[src/rtl/alu_pkg.sv]
// Shared types and constants for the nibble-serial add/sub sequencer.
package alu_pkg;

    typedef enum logic [1:0] {
        IDLE = 2'd0,
        CALC = 2'd1,
        DONE = 2'd2
    } seq_state_t;

    localparam int          NIBBLES  = 4;
    localparam logic [1:0]  LAST_NIB = 2'(NIBBLES - 1);
    localparam logic [15:0] SAT_MAX  = 16'h7FFF;
    localparam logic [15:0] SAT_MIN  = 16'h8000;

endpackage

[src/rtl/CLA_4bit_AddSub.sv]
// 4-bit carry-lookahead add/subtract slice; G is the group carry-out including the Cin term.
module CLA_4bit_AddSub (
    input  logic [3:0] A,
    input  logic [3:0] B,
    input  logic       sub,
    input  logic       Cin,
    output logic [3:0] S,
    output logic       G
);

    logic [3:0] bx;
    logic [3:0] g;
    logic [3:0] p;
    logic [4:0] c;

    assign bx = B ^ {4{sub}};
    assign g  = A & bx;
    assign p  = A ^ bx;

    // Flattened lookahead terms so no carry ripples through the slice.
    assign c[0] = Cin;
    assign c[1] = g[0] | (p[0] & Cin);
    assign c[2] = g[1] | (p[1] & g[0]) | (p[1] & p[0] & Cin);
    assign c[3] = g[2] | (p[2] & g[1]) | (p[2] & p[1] & g[0]) | (p[2] & p[1] & p[0] & Cin);
    assign c[4] = g[3] | (p[3] & g[2]) | (p[3] & p[2] & g[1]) | (p[3] & p[2] & p[1] & g[0])
                | (p[3] & p[2] & p[1] & p[0] & Cin);

    assign S = p ^ c[3:0];
    assign G = c[4];

endmodule

[src/rtl/nibble_addsub_seq.sv]
// 16-bit add/sub computed one nibble per cycle through a shared 4-bit CLA slice.
// Optional saturation on signed overflow: define NIBBLE_ADDSUB_SATURATE_EN.
module nibble_addsub_seq
    import alu_pkg::*;
(
    input  logic        clk,
    input  logic        rst,
    input  logic        start,
    input  logic        sub,
    input  logic [15:0] A,
    input  logic [15:0] B,
    output logic        busy,
    output logic        done,
    output logic [15:0] S,
    output logic        ovfl,
    output logic        zero
);

    seq_state_t  state_q;
    logic [15:0] a_q;
    logic [15:0] beff_q;
    logic [11:0] partial_q;
    logic        carry_q;
    logic [1:0]  cnt_q;
    logic        busy_q;
    logic        done_q;
    logic [15:0] s_q;
    logic        ovfl_q;
    logic        zero_q;

    logic [3:0]  nib_a;
    logic [3:0]  nib_b;
    logic [3:0]  nib_s;
    logic        nib_c;
    logic [15:0] raw;
    logic [15:0] s_d;
    logic        ovfl_d;
    logic        zero_d;

    // Slice inputs come only from captured registers; start never reaches the slice.
    assign nib_a = a_q[{cnt_q, 2'b00} +: 4];
    assign nib_b = beff_q[{cnt_q, 2'b00} +: 4];

    CLA_4bit_AddSub u_slice (
        .A   (nib_a),
        .B   (nib_b),
        .sub (1'b0),
        .Cin (carry_q),
        .S   (nib_s),
        .G   (nib_c)
    );

    assign raw    = {nib_s, partial_q};
    assign ovfl_d = (a_q[15] == beff_q[15]) && (raw[15] != a_q[15]);
`ifdef NIBBLE_ADDSUB_SATURATE_EN
    assign s_d    = ovfl_d ? (a_q[15] ? SAT_MIN : SAT_MAX) : raw;
`else
    assign s_d    = raw;
`endif
    assign zero_d = (s_d == 16'h0000);

    always_ff @(posedge clk or posedge rst) begin
        if (rst) begin
            state_q   <= IDLE;
            a_q       <= '0;
            beff_q    <= '0;
            partial_q <= '0;
            carry_q   <= 1'b0;
            cnt_q     <= 2'd0;
            busy_q    <= 1'b0;
            done_q    <= 1'b0;
            s_q       <= '0;
            ovfl_q    <= 1'b0;
            zero_q    <= 1'b0;
        end else begin
            done_q <= 1'b0;
            case (state_q)
                IDLE, DONE: begin
                    if (start) begin
                        state_q <= CALC;
                        busy_q  <= 1'b1;
                        a_q     <= A;
                        // B is pre-inverted here and carry seeded with sub for the +1.
                        beff_q  <= sub ? ~B : B;
                        carry_q <= sub;
                        cnt_q   <= 2'd0;
                    end else begin
                        state_q <= IDLE;
                    end
                end
                CALC: begin
                    carry_q <= nib_c;
                    cnt_q   <= cnt_q + 2'd1;
                    case (cnt_q)
                        2'd0:    partial_q[3:0]  <= nib_s;
                        2'd1:    partial_q[7:4]  <= nib_s;
                        2'd2:    partial_q[11:8] <= nib_s;
                        default: ;
                    endcase
                    if (cnt_q == LAST_NIB) begin
                        state_q <= DONE;
                        busy_q  <= 1'b0;
                        done_q  <= 1'b1;
                        s_q     <= s_d;
                        ovfl_q  <= ovfl_d;
                        zero_q  <= zero_d;
                    end
                end
                default: state_q <= IDLE;
            endcase
        end
    end

    assign busy = busy_q;
    assign done = done_q;
    assign S    = s_q;
    assign ovfl = ovfl_q;
    assign zero = zero_q;

endmodule

[config.mk]
export PLATFORM = sky130hd
export DESIGN_NAME = nibble_addsub_seq
export DESIGN_NICKNAME = d
export VERILOG_FILES = /design/src/rtl/alu_pkg.sv /design/src/rtl/CLA_4bit_AddSub.sv /design/src/rtl/nibble_addsub_seq.sv
export SDC_FILE = /design/constraint.sdc
export NUM_CORES = 1
export LEC_CHECK = 0
export CORE_UTILIZATION = 35
export DETAILED_ROUTE_END_ITERATION = 12
export PLACE_DENSITY = 0.66
export SLEW_MARGIN = 25
export SYNTH_ARGS = -nofsm -noshare
export SYNTH_HDL_FRONTEND = slang
export SYNTH_SLANG_ARGS = --single-unit
[constraint.sdc]
create_clock -name clk -period 3.2 [get_ports clk]
set_input_delay 0.64 -clock clk [delete_from_list [all_inputs] [get_ports clk]]
set_output_delay 0.64 -clock clk [all_outputs]
set_load 0.02 [all_outputs]
Word-level counts from Yosys, hierarchy flattened
Cells that the tools add are included.
{"block": "word_totals", "regBits": 69, "inputBits": 36, "output_inout_bits": 20, "elab_cells": 81}
{"block": "op_classes", "n_addsub": 1, "eq_ne": 9, "n_shift": 2, "mux": 13, "n_bitwise": 30, "n_reduce_logical": 13}
{"op": "variable part select 16 x 5 -> 4 bit", "n": 2}
{"op": "AND 1 bit", "n": 16}
{"op": "logical NOT 16 bit", "n": 1}
{"op": "two-way mux 16 bit", "n": 1}
{"op": "NOT 16 bit", "n": 1}
{"op": "AND reduction 2 bit", "n": 6}
{"op": "bitwise OR 1 bit", "n": 10}
{"op": "one-hot mux 2 bit (2 select lines)", "n": 2}
{"op": "XOR 4 bit", "n": 2}
{"op": "equality test 2 bit, second input constant", "n": 3}
{"op": "two-way mux 1 bit", "n": 6}
{"op": "AND 4 bit", "n": 1}
{"op": "equality test 2 x 1 -> 1 bit, second input constant", "n": 2}
{"op": "logical NOT 2 bit", "n": 2}
{"op": "two-way mux 2 bit", "n": 2}
{"op": "inequality test 2 bit, second input constant", "n": 2}
{"op": "one-hot mux 1 bit (2 select lines)", "n": 2}
{"op": "AND reduction 3 bit", "n": 1}
{"op": "adder 2 x 1 -> 2 bit, second input constant", "n": 1}
{"op": "nonzero test 2 bit", "n": 1}
{"op": "OR reduction 2 bit", "n": 1}
{"op": "equality test 1 bit", "n": 1}
{"op": "logical AND 1 bit", "n": 1}
{"op": "inequality test 1 bit", "n": 1}

Logic depth before layout (Yosys ltp)
Gate-level depths: netlist of the first run.
{"block": "logic_depth", "word_depth": 9, "mapped_depth": 8, "ltp_nobuf": 7}

Cells and area by module
A second synthesis of the first run with hierarchy kept.
{"block": "unflattened", "cells_unflattened": 272, "hier_area_um2": 3255.6}
{"module": "nibble_addsub_seq", "instances": 1, "cells_each": 255, "area_each_um2": 3088.0, "seq_area_each_um2": 1726.7}
{"module": "CLA_4bit_AddSub", "instances": 1, "cells_each": 17, "area_each_um2": 167.7, "seq_area_each_um2": 0.0}

Least setup slack after synthesis of the first run
No wires, ideal clock.
{"block": "synth_timing", "kind": "reg2reg", "start": "register cnt_q[1]", "end": "register zero_q, in the netlist zero", "setup_time_ns": 0.066, "t_arrival_ns": 2.430, "required_time_ns": 3.134, "setup_slack_ns": 0.704, "path_stages_with_launch": 9, "n_path_buf": 1, "synth_period_minus_slack_ns": 2.496, "cell_sequence": "dfrtp_1 -> clkbuf_1 -> mux4_2 -> inv_1 -> fa_1 -> or4b_1 -> nor3_1 -> and4_1 -> a32o_2"}
{"block": "synth_between", "elab_chain_len": 8, "word_cells_on_any_way": 23, "cone_classes": "1 x eq/ne; 2 x shift; 18 x bitwise; 2 x reduce/logical"}
{"item": "start, declared", "line": "nibble_addsub_seq.sv:24", "text": "logic [1:0] cnt_q;"}
{"item": "start signal, assigned", "line": "nibble_addsub_seq.sv:93", "text": "cnt_q <= cnt_q + 2'd1;"}
{"item": "variable part select 16 x 5 -> 4 bit, on equally long branches", "line": "nibble_addsub_seq.sv:41, nibble_addsub_seq.sv:42"}
{"item": "XOR 4 bit or AND 4 bit (tied branches)", "line": "CLA_4bit_AddSub.sv:18, CLA_4bit_AddSub.sv:17"}
{"item": "AND 1 bit", "line": "CLA_4bit_AddSub.sv:24", "text": "assign c[3] = g[2] | (p[2] & g[1]) | (p[2] & p[1] & g[0]) | (p[2] & p[1] & p[0] & Cin);"}
{"item": "bitwise OR 1 bit or AND 1 bit (tied branches) (2 in a row)", "line": "CLA_4bit_AddSub.sv:24"}
{"item": "bitwise OR 1 bit", "line": "CLA_4bit_AddSub.sv:24"}
{"item": "XOR 4 bit", "line": "CLA_4bit_AddSub.sv:28", "text": "assign S = p ^ c[3:0];"}
{"item": "logical NOT 16 bit", "line": "nibble_addsub_seq.sv:60", "text": "assign zero_d = (s_d == 16'h0000);"}
{"item": "end signal, assigned", "line": "nibble_addsub_seq.sv:106", "text": "zero_q <= zero_d;"}
{"item": "end, declared", "line": "nibble_addsub_seq.sv:29", "text": "logic zero_q;"}
Several ways; a longest one is shown, not always the timed one.
A chain may end at the register's enable or synchronous reset.

Final worst setup path of the first run
{"block": "layout_timing", "start": "register cnt_q[0]", "end": "register zero_q, in the netlist zero"}
The elaborated chain is that of the path after synthesis.

==> run_results.csv, run 1 <==
group,metric,value,unit
run_status,outcome,"complete, no violations",
global_route,grt_pass1_vias,2244,
worst_hold_path,hold_class,"flip-flop to flip-flop",
detailed_routing,post-route-drc-count,0,
floorplanning,die_h,96.3,um
setup_path,critPathLaunchType,"flip-flop",
synthesis,avgSynthCellArea,10.2,sq um
power,internal_power,0.00244,W
power,power.share.clock,0.146,
power,p_per_area,1040,mW/mm^2
setup_path,worst-path-max-fanout,13,
synthesis,postSynthCellCount,305,
clock_network,cts_buffer_depth,2,
sta,maxClockFrequency,361,MHz
detailed_routing,vias_per_cell,4.68,
sta,finClkSkew,0.00820,ns
synthesis,ys_warn_count,0,
global_route,grt_max_degree,43,
synthesis,ys_types,35,
cells_and_area,antenna_cells,0,
sta,slew_viol_final,0,
worst_hold_path,hold_depth,2,
floorplanning,ios,56,
detailed_routing,vias,2217,
clock_network,clk_pin_slew,0.07,ns
clock_network,cts_hold_buf,0,
setup_path,crit_required,3.48,ns
clock_network,h-tree-depth,3,
floorplanning,start_util,0.359,
placed_design,routabilityCongestion,0.853,
synthesis,synth.ff_latch_count,69,
global_route,grt_pass1_wl,10.8,mm
job,drv_cap,0,
global_route,grt_usage,0.156,
detailed_routing,drt_wl_total,6.24,mm
cells_and_area,fin_nets,407,
placed_design,dp_cells,459,
clock_network,cts_buffers,9,
setup_path,cp.arrival,3.05,ns
synthesis,syn_area,0.00311,sq mm
power,peakVddDrop,0.443,mV
global_route,antenna_found_initial,0,
setup_path,critPathCaptureType,"flip-flop",
clock_network,cts_setup_buffers,0,
floorplanning,dieArea,0.00928,sq mm
cells_and_area,drive_gt1_frac,0.101,
cells_and_area,instances_no_fill,474,
power,swShare,0.404,
sta,hold_slack,0.471,ns
cells_and_area,num-fill-cells,846,
global_route,grt_overflow,0,
cells_and_area,syn_to_final_growth,27.0,%
floorplanning,core-area,0.00868,sq mm
power,p_sw,0.00165,W
power,p_leak,1.82,nW
clock_network,cts_tree,"built",
floorplanning,rows,34,
setup_path,path_class,"flip-flop to flip-flop",
sta,finalHoldViolations,0,
sta,setup-tns-final,0,ns
setup_path,reg2reg_depth,6,
detailed_routing,avgRoutedWirePerCell,13.2,um
synthesis,yosysSeqAreaShare,0.555,
sta,relSlewSlack,0.517,
clock_network,clk_latency,0.34,ns
sta,rsz0062_at_grt,"no",
power,comb_power_share,0.466,
sta,fin_crit_sh,0.866,
detailed_routing,ant_nets,0,
floorplanning,die-width,96.3,um
clock_network,cts_root_buf,"clkbuf_8",
clock_network,post_cts_resized,0,
detailed_routing,drt-initial-drc-count,90,
sta,fin_crit,2.77,ns
sta,setup_viol,0,
placed_design,hpwl,4.58,mm
clock_network,cts.sinks,69,
sta,worstMarginPinSlew,0.723,ns
placed_design,port_buffers,55,
power,seqPwrFrac,0.389,
detailed_routing,first_pass_iters,4,
synthesis,syn-num-nets,350,
==> layout make-up <==
cell class / count / area, sq um / area share
flip-flops and latches: 69 / 1730 / 0.437
multi-input cells: 213 / 1290 / 0.328
repair buffers: 61 / 608 / 0.154
clock buffers: 13 / 149 / 0.0377
well taps: 108 / 135 / 0.0342
inverters: 8 / 30.0 / 0.00759
clock inverters: 2 / 10.0 / 0.00253
==> through the flow <==
step / util / instance area, sq um / setup slack (ns) / power, W
global placement: 0.437 / 3790 / 0.532 / 0.00347
finish: 0.456 / 3950 / 0.429 / 0.00410
global route: 0.456 / 3950 / 0.145 / 0.00451
floorplan: - / 3110 / 0.704 / 0.00287
detailed placement: 0.437 / 3790 / 0.404 / 0.00355
CTS: 0.455 / 3950 / 0.383 / 0.00416
==> power by group through the flow <==
| stage | Combinational, W | Clock (W) | Sequential, W |
|---|---|---|---|
| finish | 0.00191 | 0.000598 | 0.00159 |
| global route | 0.00219 | 0.000651 | 0.00166 |
| CTS | 0.00194 | 0.000613 | 0.00161 |
| detailed placement | 0.00193 | 0 | 0.00162 |
| global placement | 0.00186 | 0 | 0.00161 |
| floorplan | 0.00126 | 0 | 0.00161 |
==> cell families (layout without fill, tap and decap cells) <==
kind of cell               after synthesis  count (layout)  synth area share
buffers and inverters                   23              84            0.0301
xor gates and xnor gates                18              18            0.0506
and+or+nand+nor                        128             128             0.170
AOI/OAI and AO/OA                       46              46            0.0836
muxes                                   12              12            0.0723
DFF                                     69              69             0.555
adders and majority gates                9               9            0.0386
==> sequential cells by signal, summed over array words and instances (netlist names) <==
signal and flops:
busy 1, carry_q 1, ovfl 1, beff_q 16, zero 1, cnt_q 2, state_q 2, done 1
a_q 16, S 16, partial_q 12
==> per-layer routing <==
| layer | global-route usage | vias up | wire length, um | part of all wire |
|---|---|---|---|---|
| met4 | 0.0478 | 0 | 99 | 0.016 |
| met2 | 0.262 | 67 | 2960 | 0.47 |
| met1 | 0.194 | 1025 | 2850 | 0.46 |
| met5 | 0 | - | 0 | 0 |
| li1 | - | 1116 | - | - |
| met3 | 0.0474 | 9 | 327 | 0.052 |
==> critical path: stages, from the launching register on <==
cell     delay (ns)
dfrtp_1        0.74
mux4_2         0.61
ha_1           0.33
a211o_1        0.32
o21ai_0        0.10
xor2_1         0.37
a32o_2         0.24
==> synth_stat cells (all sizes together) <==
master / n / area (sq um)
nor2: 3 / 11.3
nand2b: 2 / 12.5
mux2: 4 / 45.0
dfrtp: 69 / 1730
o21ai: 36 / 180
nand3: 2 / 10.0
or4: 1 / 11.3
a21oi: 1 / 5.00
o21a: 1 / 7.51
nor2b: 2 / 12.5
ha: 8 / 100
o2111ai: 1 / 8.76
a32o: 1 / 11.3
and4: 1 / 8.76
clkbuf: 9 / 35.0
nor4: 1 / 12.5
or2: 1 / 6.26
or3: 1 / 6.26
xnor2: 16 / 140
fa: 1 / 20.0
a22o: 1 / 8.76
xor2: 2 / 17.5
nand2: 112 / 423
mux4: 8 / 180
or4b: 1 / 10.0
o211ai: 2 / 15.0
a211oi: 1 / 7.51
inv: 8 / 30.0
nor3: 1 / 5.00
buf: 6 / 28.8
a211o: 1 / 8.76
a22oi: 1 / 7.51
==> worst paths after layout <==
kind                            slack, ns           end  startpoint
worst max-delay path                 0.43          zero    cnt_q[0]
worst min-delay path                 0.47          S[8]        S[8]
worst max register to register       0.43          zero    cnt_q[0]
worst min register to register       0.47          S[8]        S[8]
max in group asynchronous            1.87  partial_q[8]         rst
min in group asynchronous            0.70         S[11]         rst
==> layout by cell type (no fill, tap or decap), types with 2 or more instances in the layout <==
cell             count
nand2_1            111
dfrtp_1             69
clkdlybuf4s50_1     55
o21ai_0             36
xnor2_1             16
clkbuf_8            10
mux4_2               8
ha_1                 8
inv_1                7
buf_4                5
mux2_2               4
nor2_1               3
clkbuf_1             3
xor2_1               2
nor2b_1              2
nand3_1              2
o211ai_1             2
clkinv_2             2
Note: power is estimated with default switching activity, not from simulation.
==> run 2, diff against run 1 <==
--- a/config.mk
+++ b/config.mk
@@ -7,6 +7,7 @@
 export LEC_CHECK = 0
 export CORE_UTILIZATION = 35
 export DETAILED_ROUTE_END_ITERATION = 12
+export HOLD_SLACK_MARGIN = 0.15
 export PLACE_DENSITY = 0.66
 export SLEW_MARGIN = 25
 export SYNTH_ARGS = -nofsm -noshare
==> results of run 2 <==
No change in the layout: final DEF, timing and power equal those of run 1.
==> run 3, diff against run 2 <==
--- a/config.mk
+++ b/config.mk
@@ -7,8 +7,9 @@
 export LEC_CHECK = 0
 export CORE_UTILIZATION = 35
 export DETAILED_ROUTE_END_ITERATION = 12
+export DONT_BUFFER_PORTS = 1
 export HOLD_SLACK_MARGIN = 0.15
-export PLACE_DENSITY = 0.66
+export PLACE_DENSITY = 0.58
 export SLEW_MARGIN = 25
 export SYNTH_ARGS = -nofsm -noshare
 export SYNTH_HDL_FRONTEND = slang
==> constraint.sdc (replaced) <==
create_clock -name clk -period 3.2 [get_ports clk]
set_input_delay 0.64 -clock clk [delete_from_list [all_inputs] [get_ports clk]]
set_output_delay 0.64 -clock clk [all_outputs]
set_load 0.1 [all_outputs]
==> run 3 against run 2 <==
  * Critical endpoint unchanged
  * Global-route usage shrank 0.67 points
  * Fmax shrank 1.1%
  * Setup slack lost 0.030 ns
  * Sequential cell count is the same
  * Clock-buffer cell count shrank 1
  * Clock skew grew 0.0037 ns
  * Worst hold slack lost 0.066 ns
==> run_results.csv, run 3 (synthesis results as in run 1) <==
group,metric,value,unit
cells_and_area,syn_to_final_growth,9.77,%
setup_path,crit_required,3.48,ns
floorplanning,start_util,0.359,
worst_hold_path,hold_class,"input port to flip-flop",
sta,setup_viol,0,
detailed_routing,drt_wl_total,6.19,mm
clock_network,clk_latency,0.34,ns
setup_path,critPathLaunchType,"flip-flop",
setup_path,critical_path.max_stage_delay,0.74,ns
placed_design,placed_cell_area,0.00323,sq mm
setup_path,critPathCaptureType,"flip-flop",
cells_and_area,antenna_cells,0,
floorplanning,dieArea,0.00928,sq mm
global_route,grt_max_degree,69,
cells_and_area,instances_no_fill,417,
sta,fin_crit,2.80,ns
placed_design,hpwl,4.28,mm
detailed_routing,ant_nets,0,
clock_network,cts_tree,"built",
clock_network,cts_buffers,9,
setup_path,path_cells,"mux4_2 -> ha_1 -> a211o_1 -> o21ai_0 -> xor2_1 -> a32o_2",
cells_and_area,final_cell_area,0.00342,sq mm
sta,fin_crit_sh,0.875,
global_route,grt_pass1_vias,2022,
detailed_routing,vias_per_cell,4.89,
global_route,grt_pass1_wl,10.3,mm
detailed_routing,drt-initial-drc-count,70,
clock_network,clk_pin_slew,0.08,ns
job,drv_cap,0,
setup_path,path_class,"flip-flop to flip-flop",
sta,maxClockFrequency,357,MHz
placed_design,routabilityCongestion,0.799,
run_status,outcome,"complete, no violations",
detailed_routing,avgRoutedWirePerCell,14.9,um
sta,rsz0062_at_grt,"no",
global_route,grt_overflow,0,
cells_and_area,most-common-layout-cells,"nand2_1 (111), dfrtp_1 (69), o21ai_0 (36)",
sta,slew_viol_final,0,
placed_design,dp_cells,402,
global_route,antenna_found_initial,0,
floorplanning,core-area,0.00868,sq mm
detailed_routing,first_pass_iters,4,
detailed_routing,post-route-drc-count,0,
setup_path,cp.arrival,3.08,ns
clock_network,cts.sinks,69,
sta,setup-tns-final,0,ns
floorplanning,die_h,96.3,um
floorplanning,ios,56,
placed_design,port_buffers,0,
sta,worstMarginPinSlew,0.928,ns
floorplanning,die-width,96.3,um
detailed_routing,vias,2041,
setup_path,worst-path-max-fanout,13,
sta,finalHoldViolations,0,
setup_path,critPathBufInv,0,
floorplanning,rows,34,
clock_network,cts_setup_buffers,0,
global_route,grt_usage,0.150,
cells_and_area,layout_commonest_cell,"nand2_1",
sta,relSlewSlack,0.381,
sta,finClkSkew,0.0119,ns
cells_and_area,fin_nets,351,
clock_network,cts_buffer_depth,2,
clock_network,h-tree-depth,3,
setup_path,critPathSlowestCell,"dfrtp_1",
cells_and_area,drive_gt1_frac,0.110,
setup_path,cp_top_family,"flip-flops",
clock_network,cts_root_buf,"clkbuf_8",
==> run 3: routing by layer <==
metal	vias up	GRT usage	wire [um]
met3	7	0.0498	390
met2	55	0.238	2900
met4	0	0.0478	57
met5	-	0	0
met1	971	0.193	2840
li1	1008	-	-
==> run 3: final cells by class <==
| cell class | instances | area [sq um] |
|---|---|---|
| fillers | 884 | 5260 |
| flip-flops and latches | 69 | 1730 |
| multi-input cells | 213 | 1290 |
| clock buffers | 12 | 145 |
| well taps | 108 | 135 |
| repair buffers | 5 | 52.6 |
| clock inverters | 2 | 35.0 |
| inverters | 8 | 30.0 |
==> run 3: final timing paths <==
check,slack (ns),to,start,cells past startpoint
setup / recovery,0.40,zero,cnt_q[0],6
hold / removal,0.40,a_q[3],A[3],2
setup reg to reg,0.40,zero,cnt_q[0],6
hold reg to reg,0.47,a_q[11],a_q[11],2
max in group asynchronous,2.06,beff_q[9],rst,3
min in group asynchronous,0.60,done,rst,2
==> run 3: repair_timing <==
item | CTS | global route
gates resized for setup | 0 | 0
hold endpoints to repair | 1 | 0
hold buffers | 1 | 0
==> run 3: through the flow <==
step | setup WS [ns] | util | hold WS (ns)
finish | 0.399 | 0.394 | 0.405
global route | 0.218 | 0.394 | 0.401
CTS | 0.392 | 0.394 | 0.392
detailed placement | 0.410 | 0.372 | 0.385
global placement | 0.527 | 0.372 | 0.384
floorplan | 0.700 | - | 0.440
Power of run 3 is left out: the tool's default activity adds up to more than one toggle a clock period on the data nets, which glitch-free logic cannot reach.
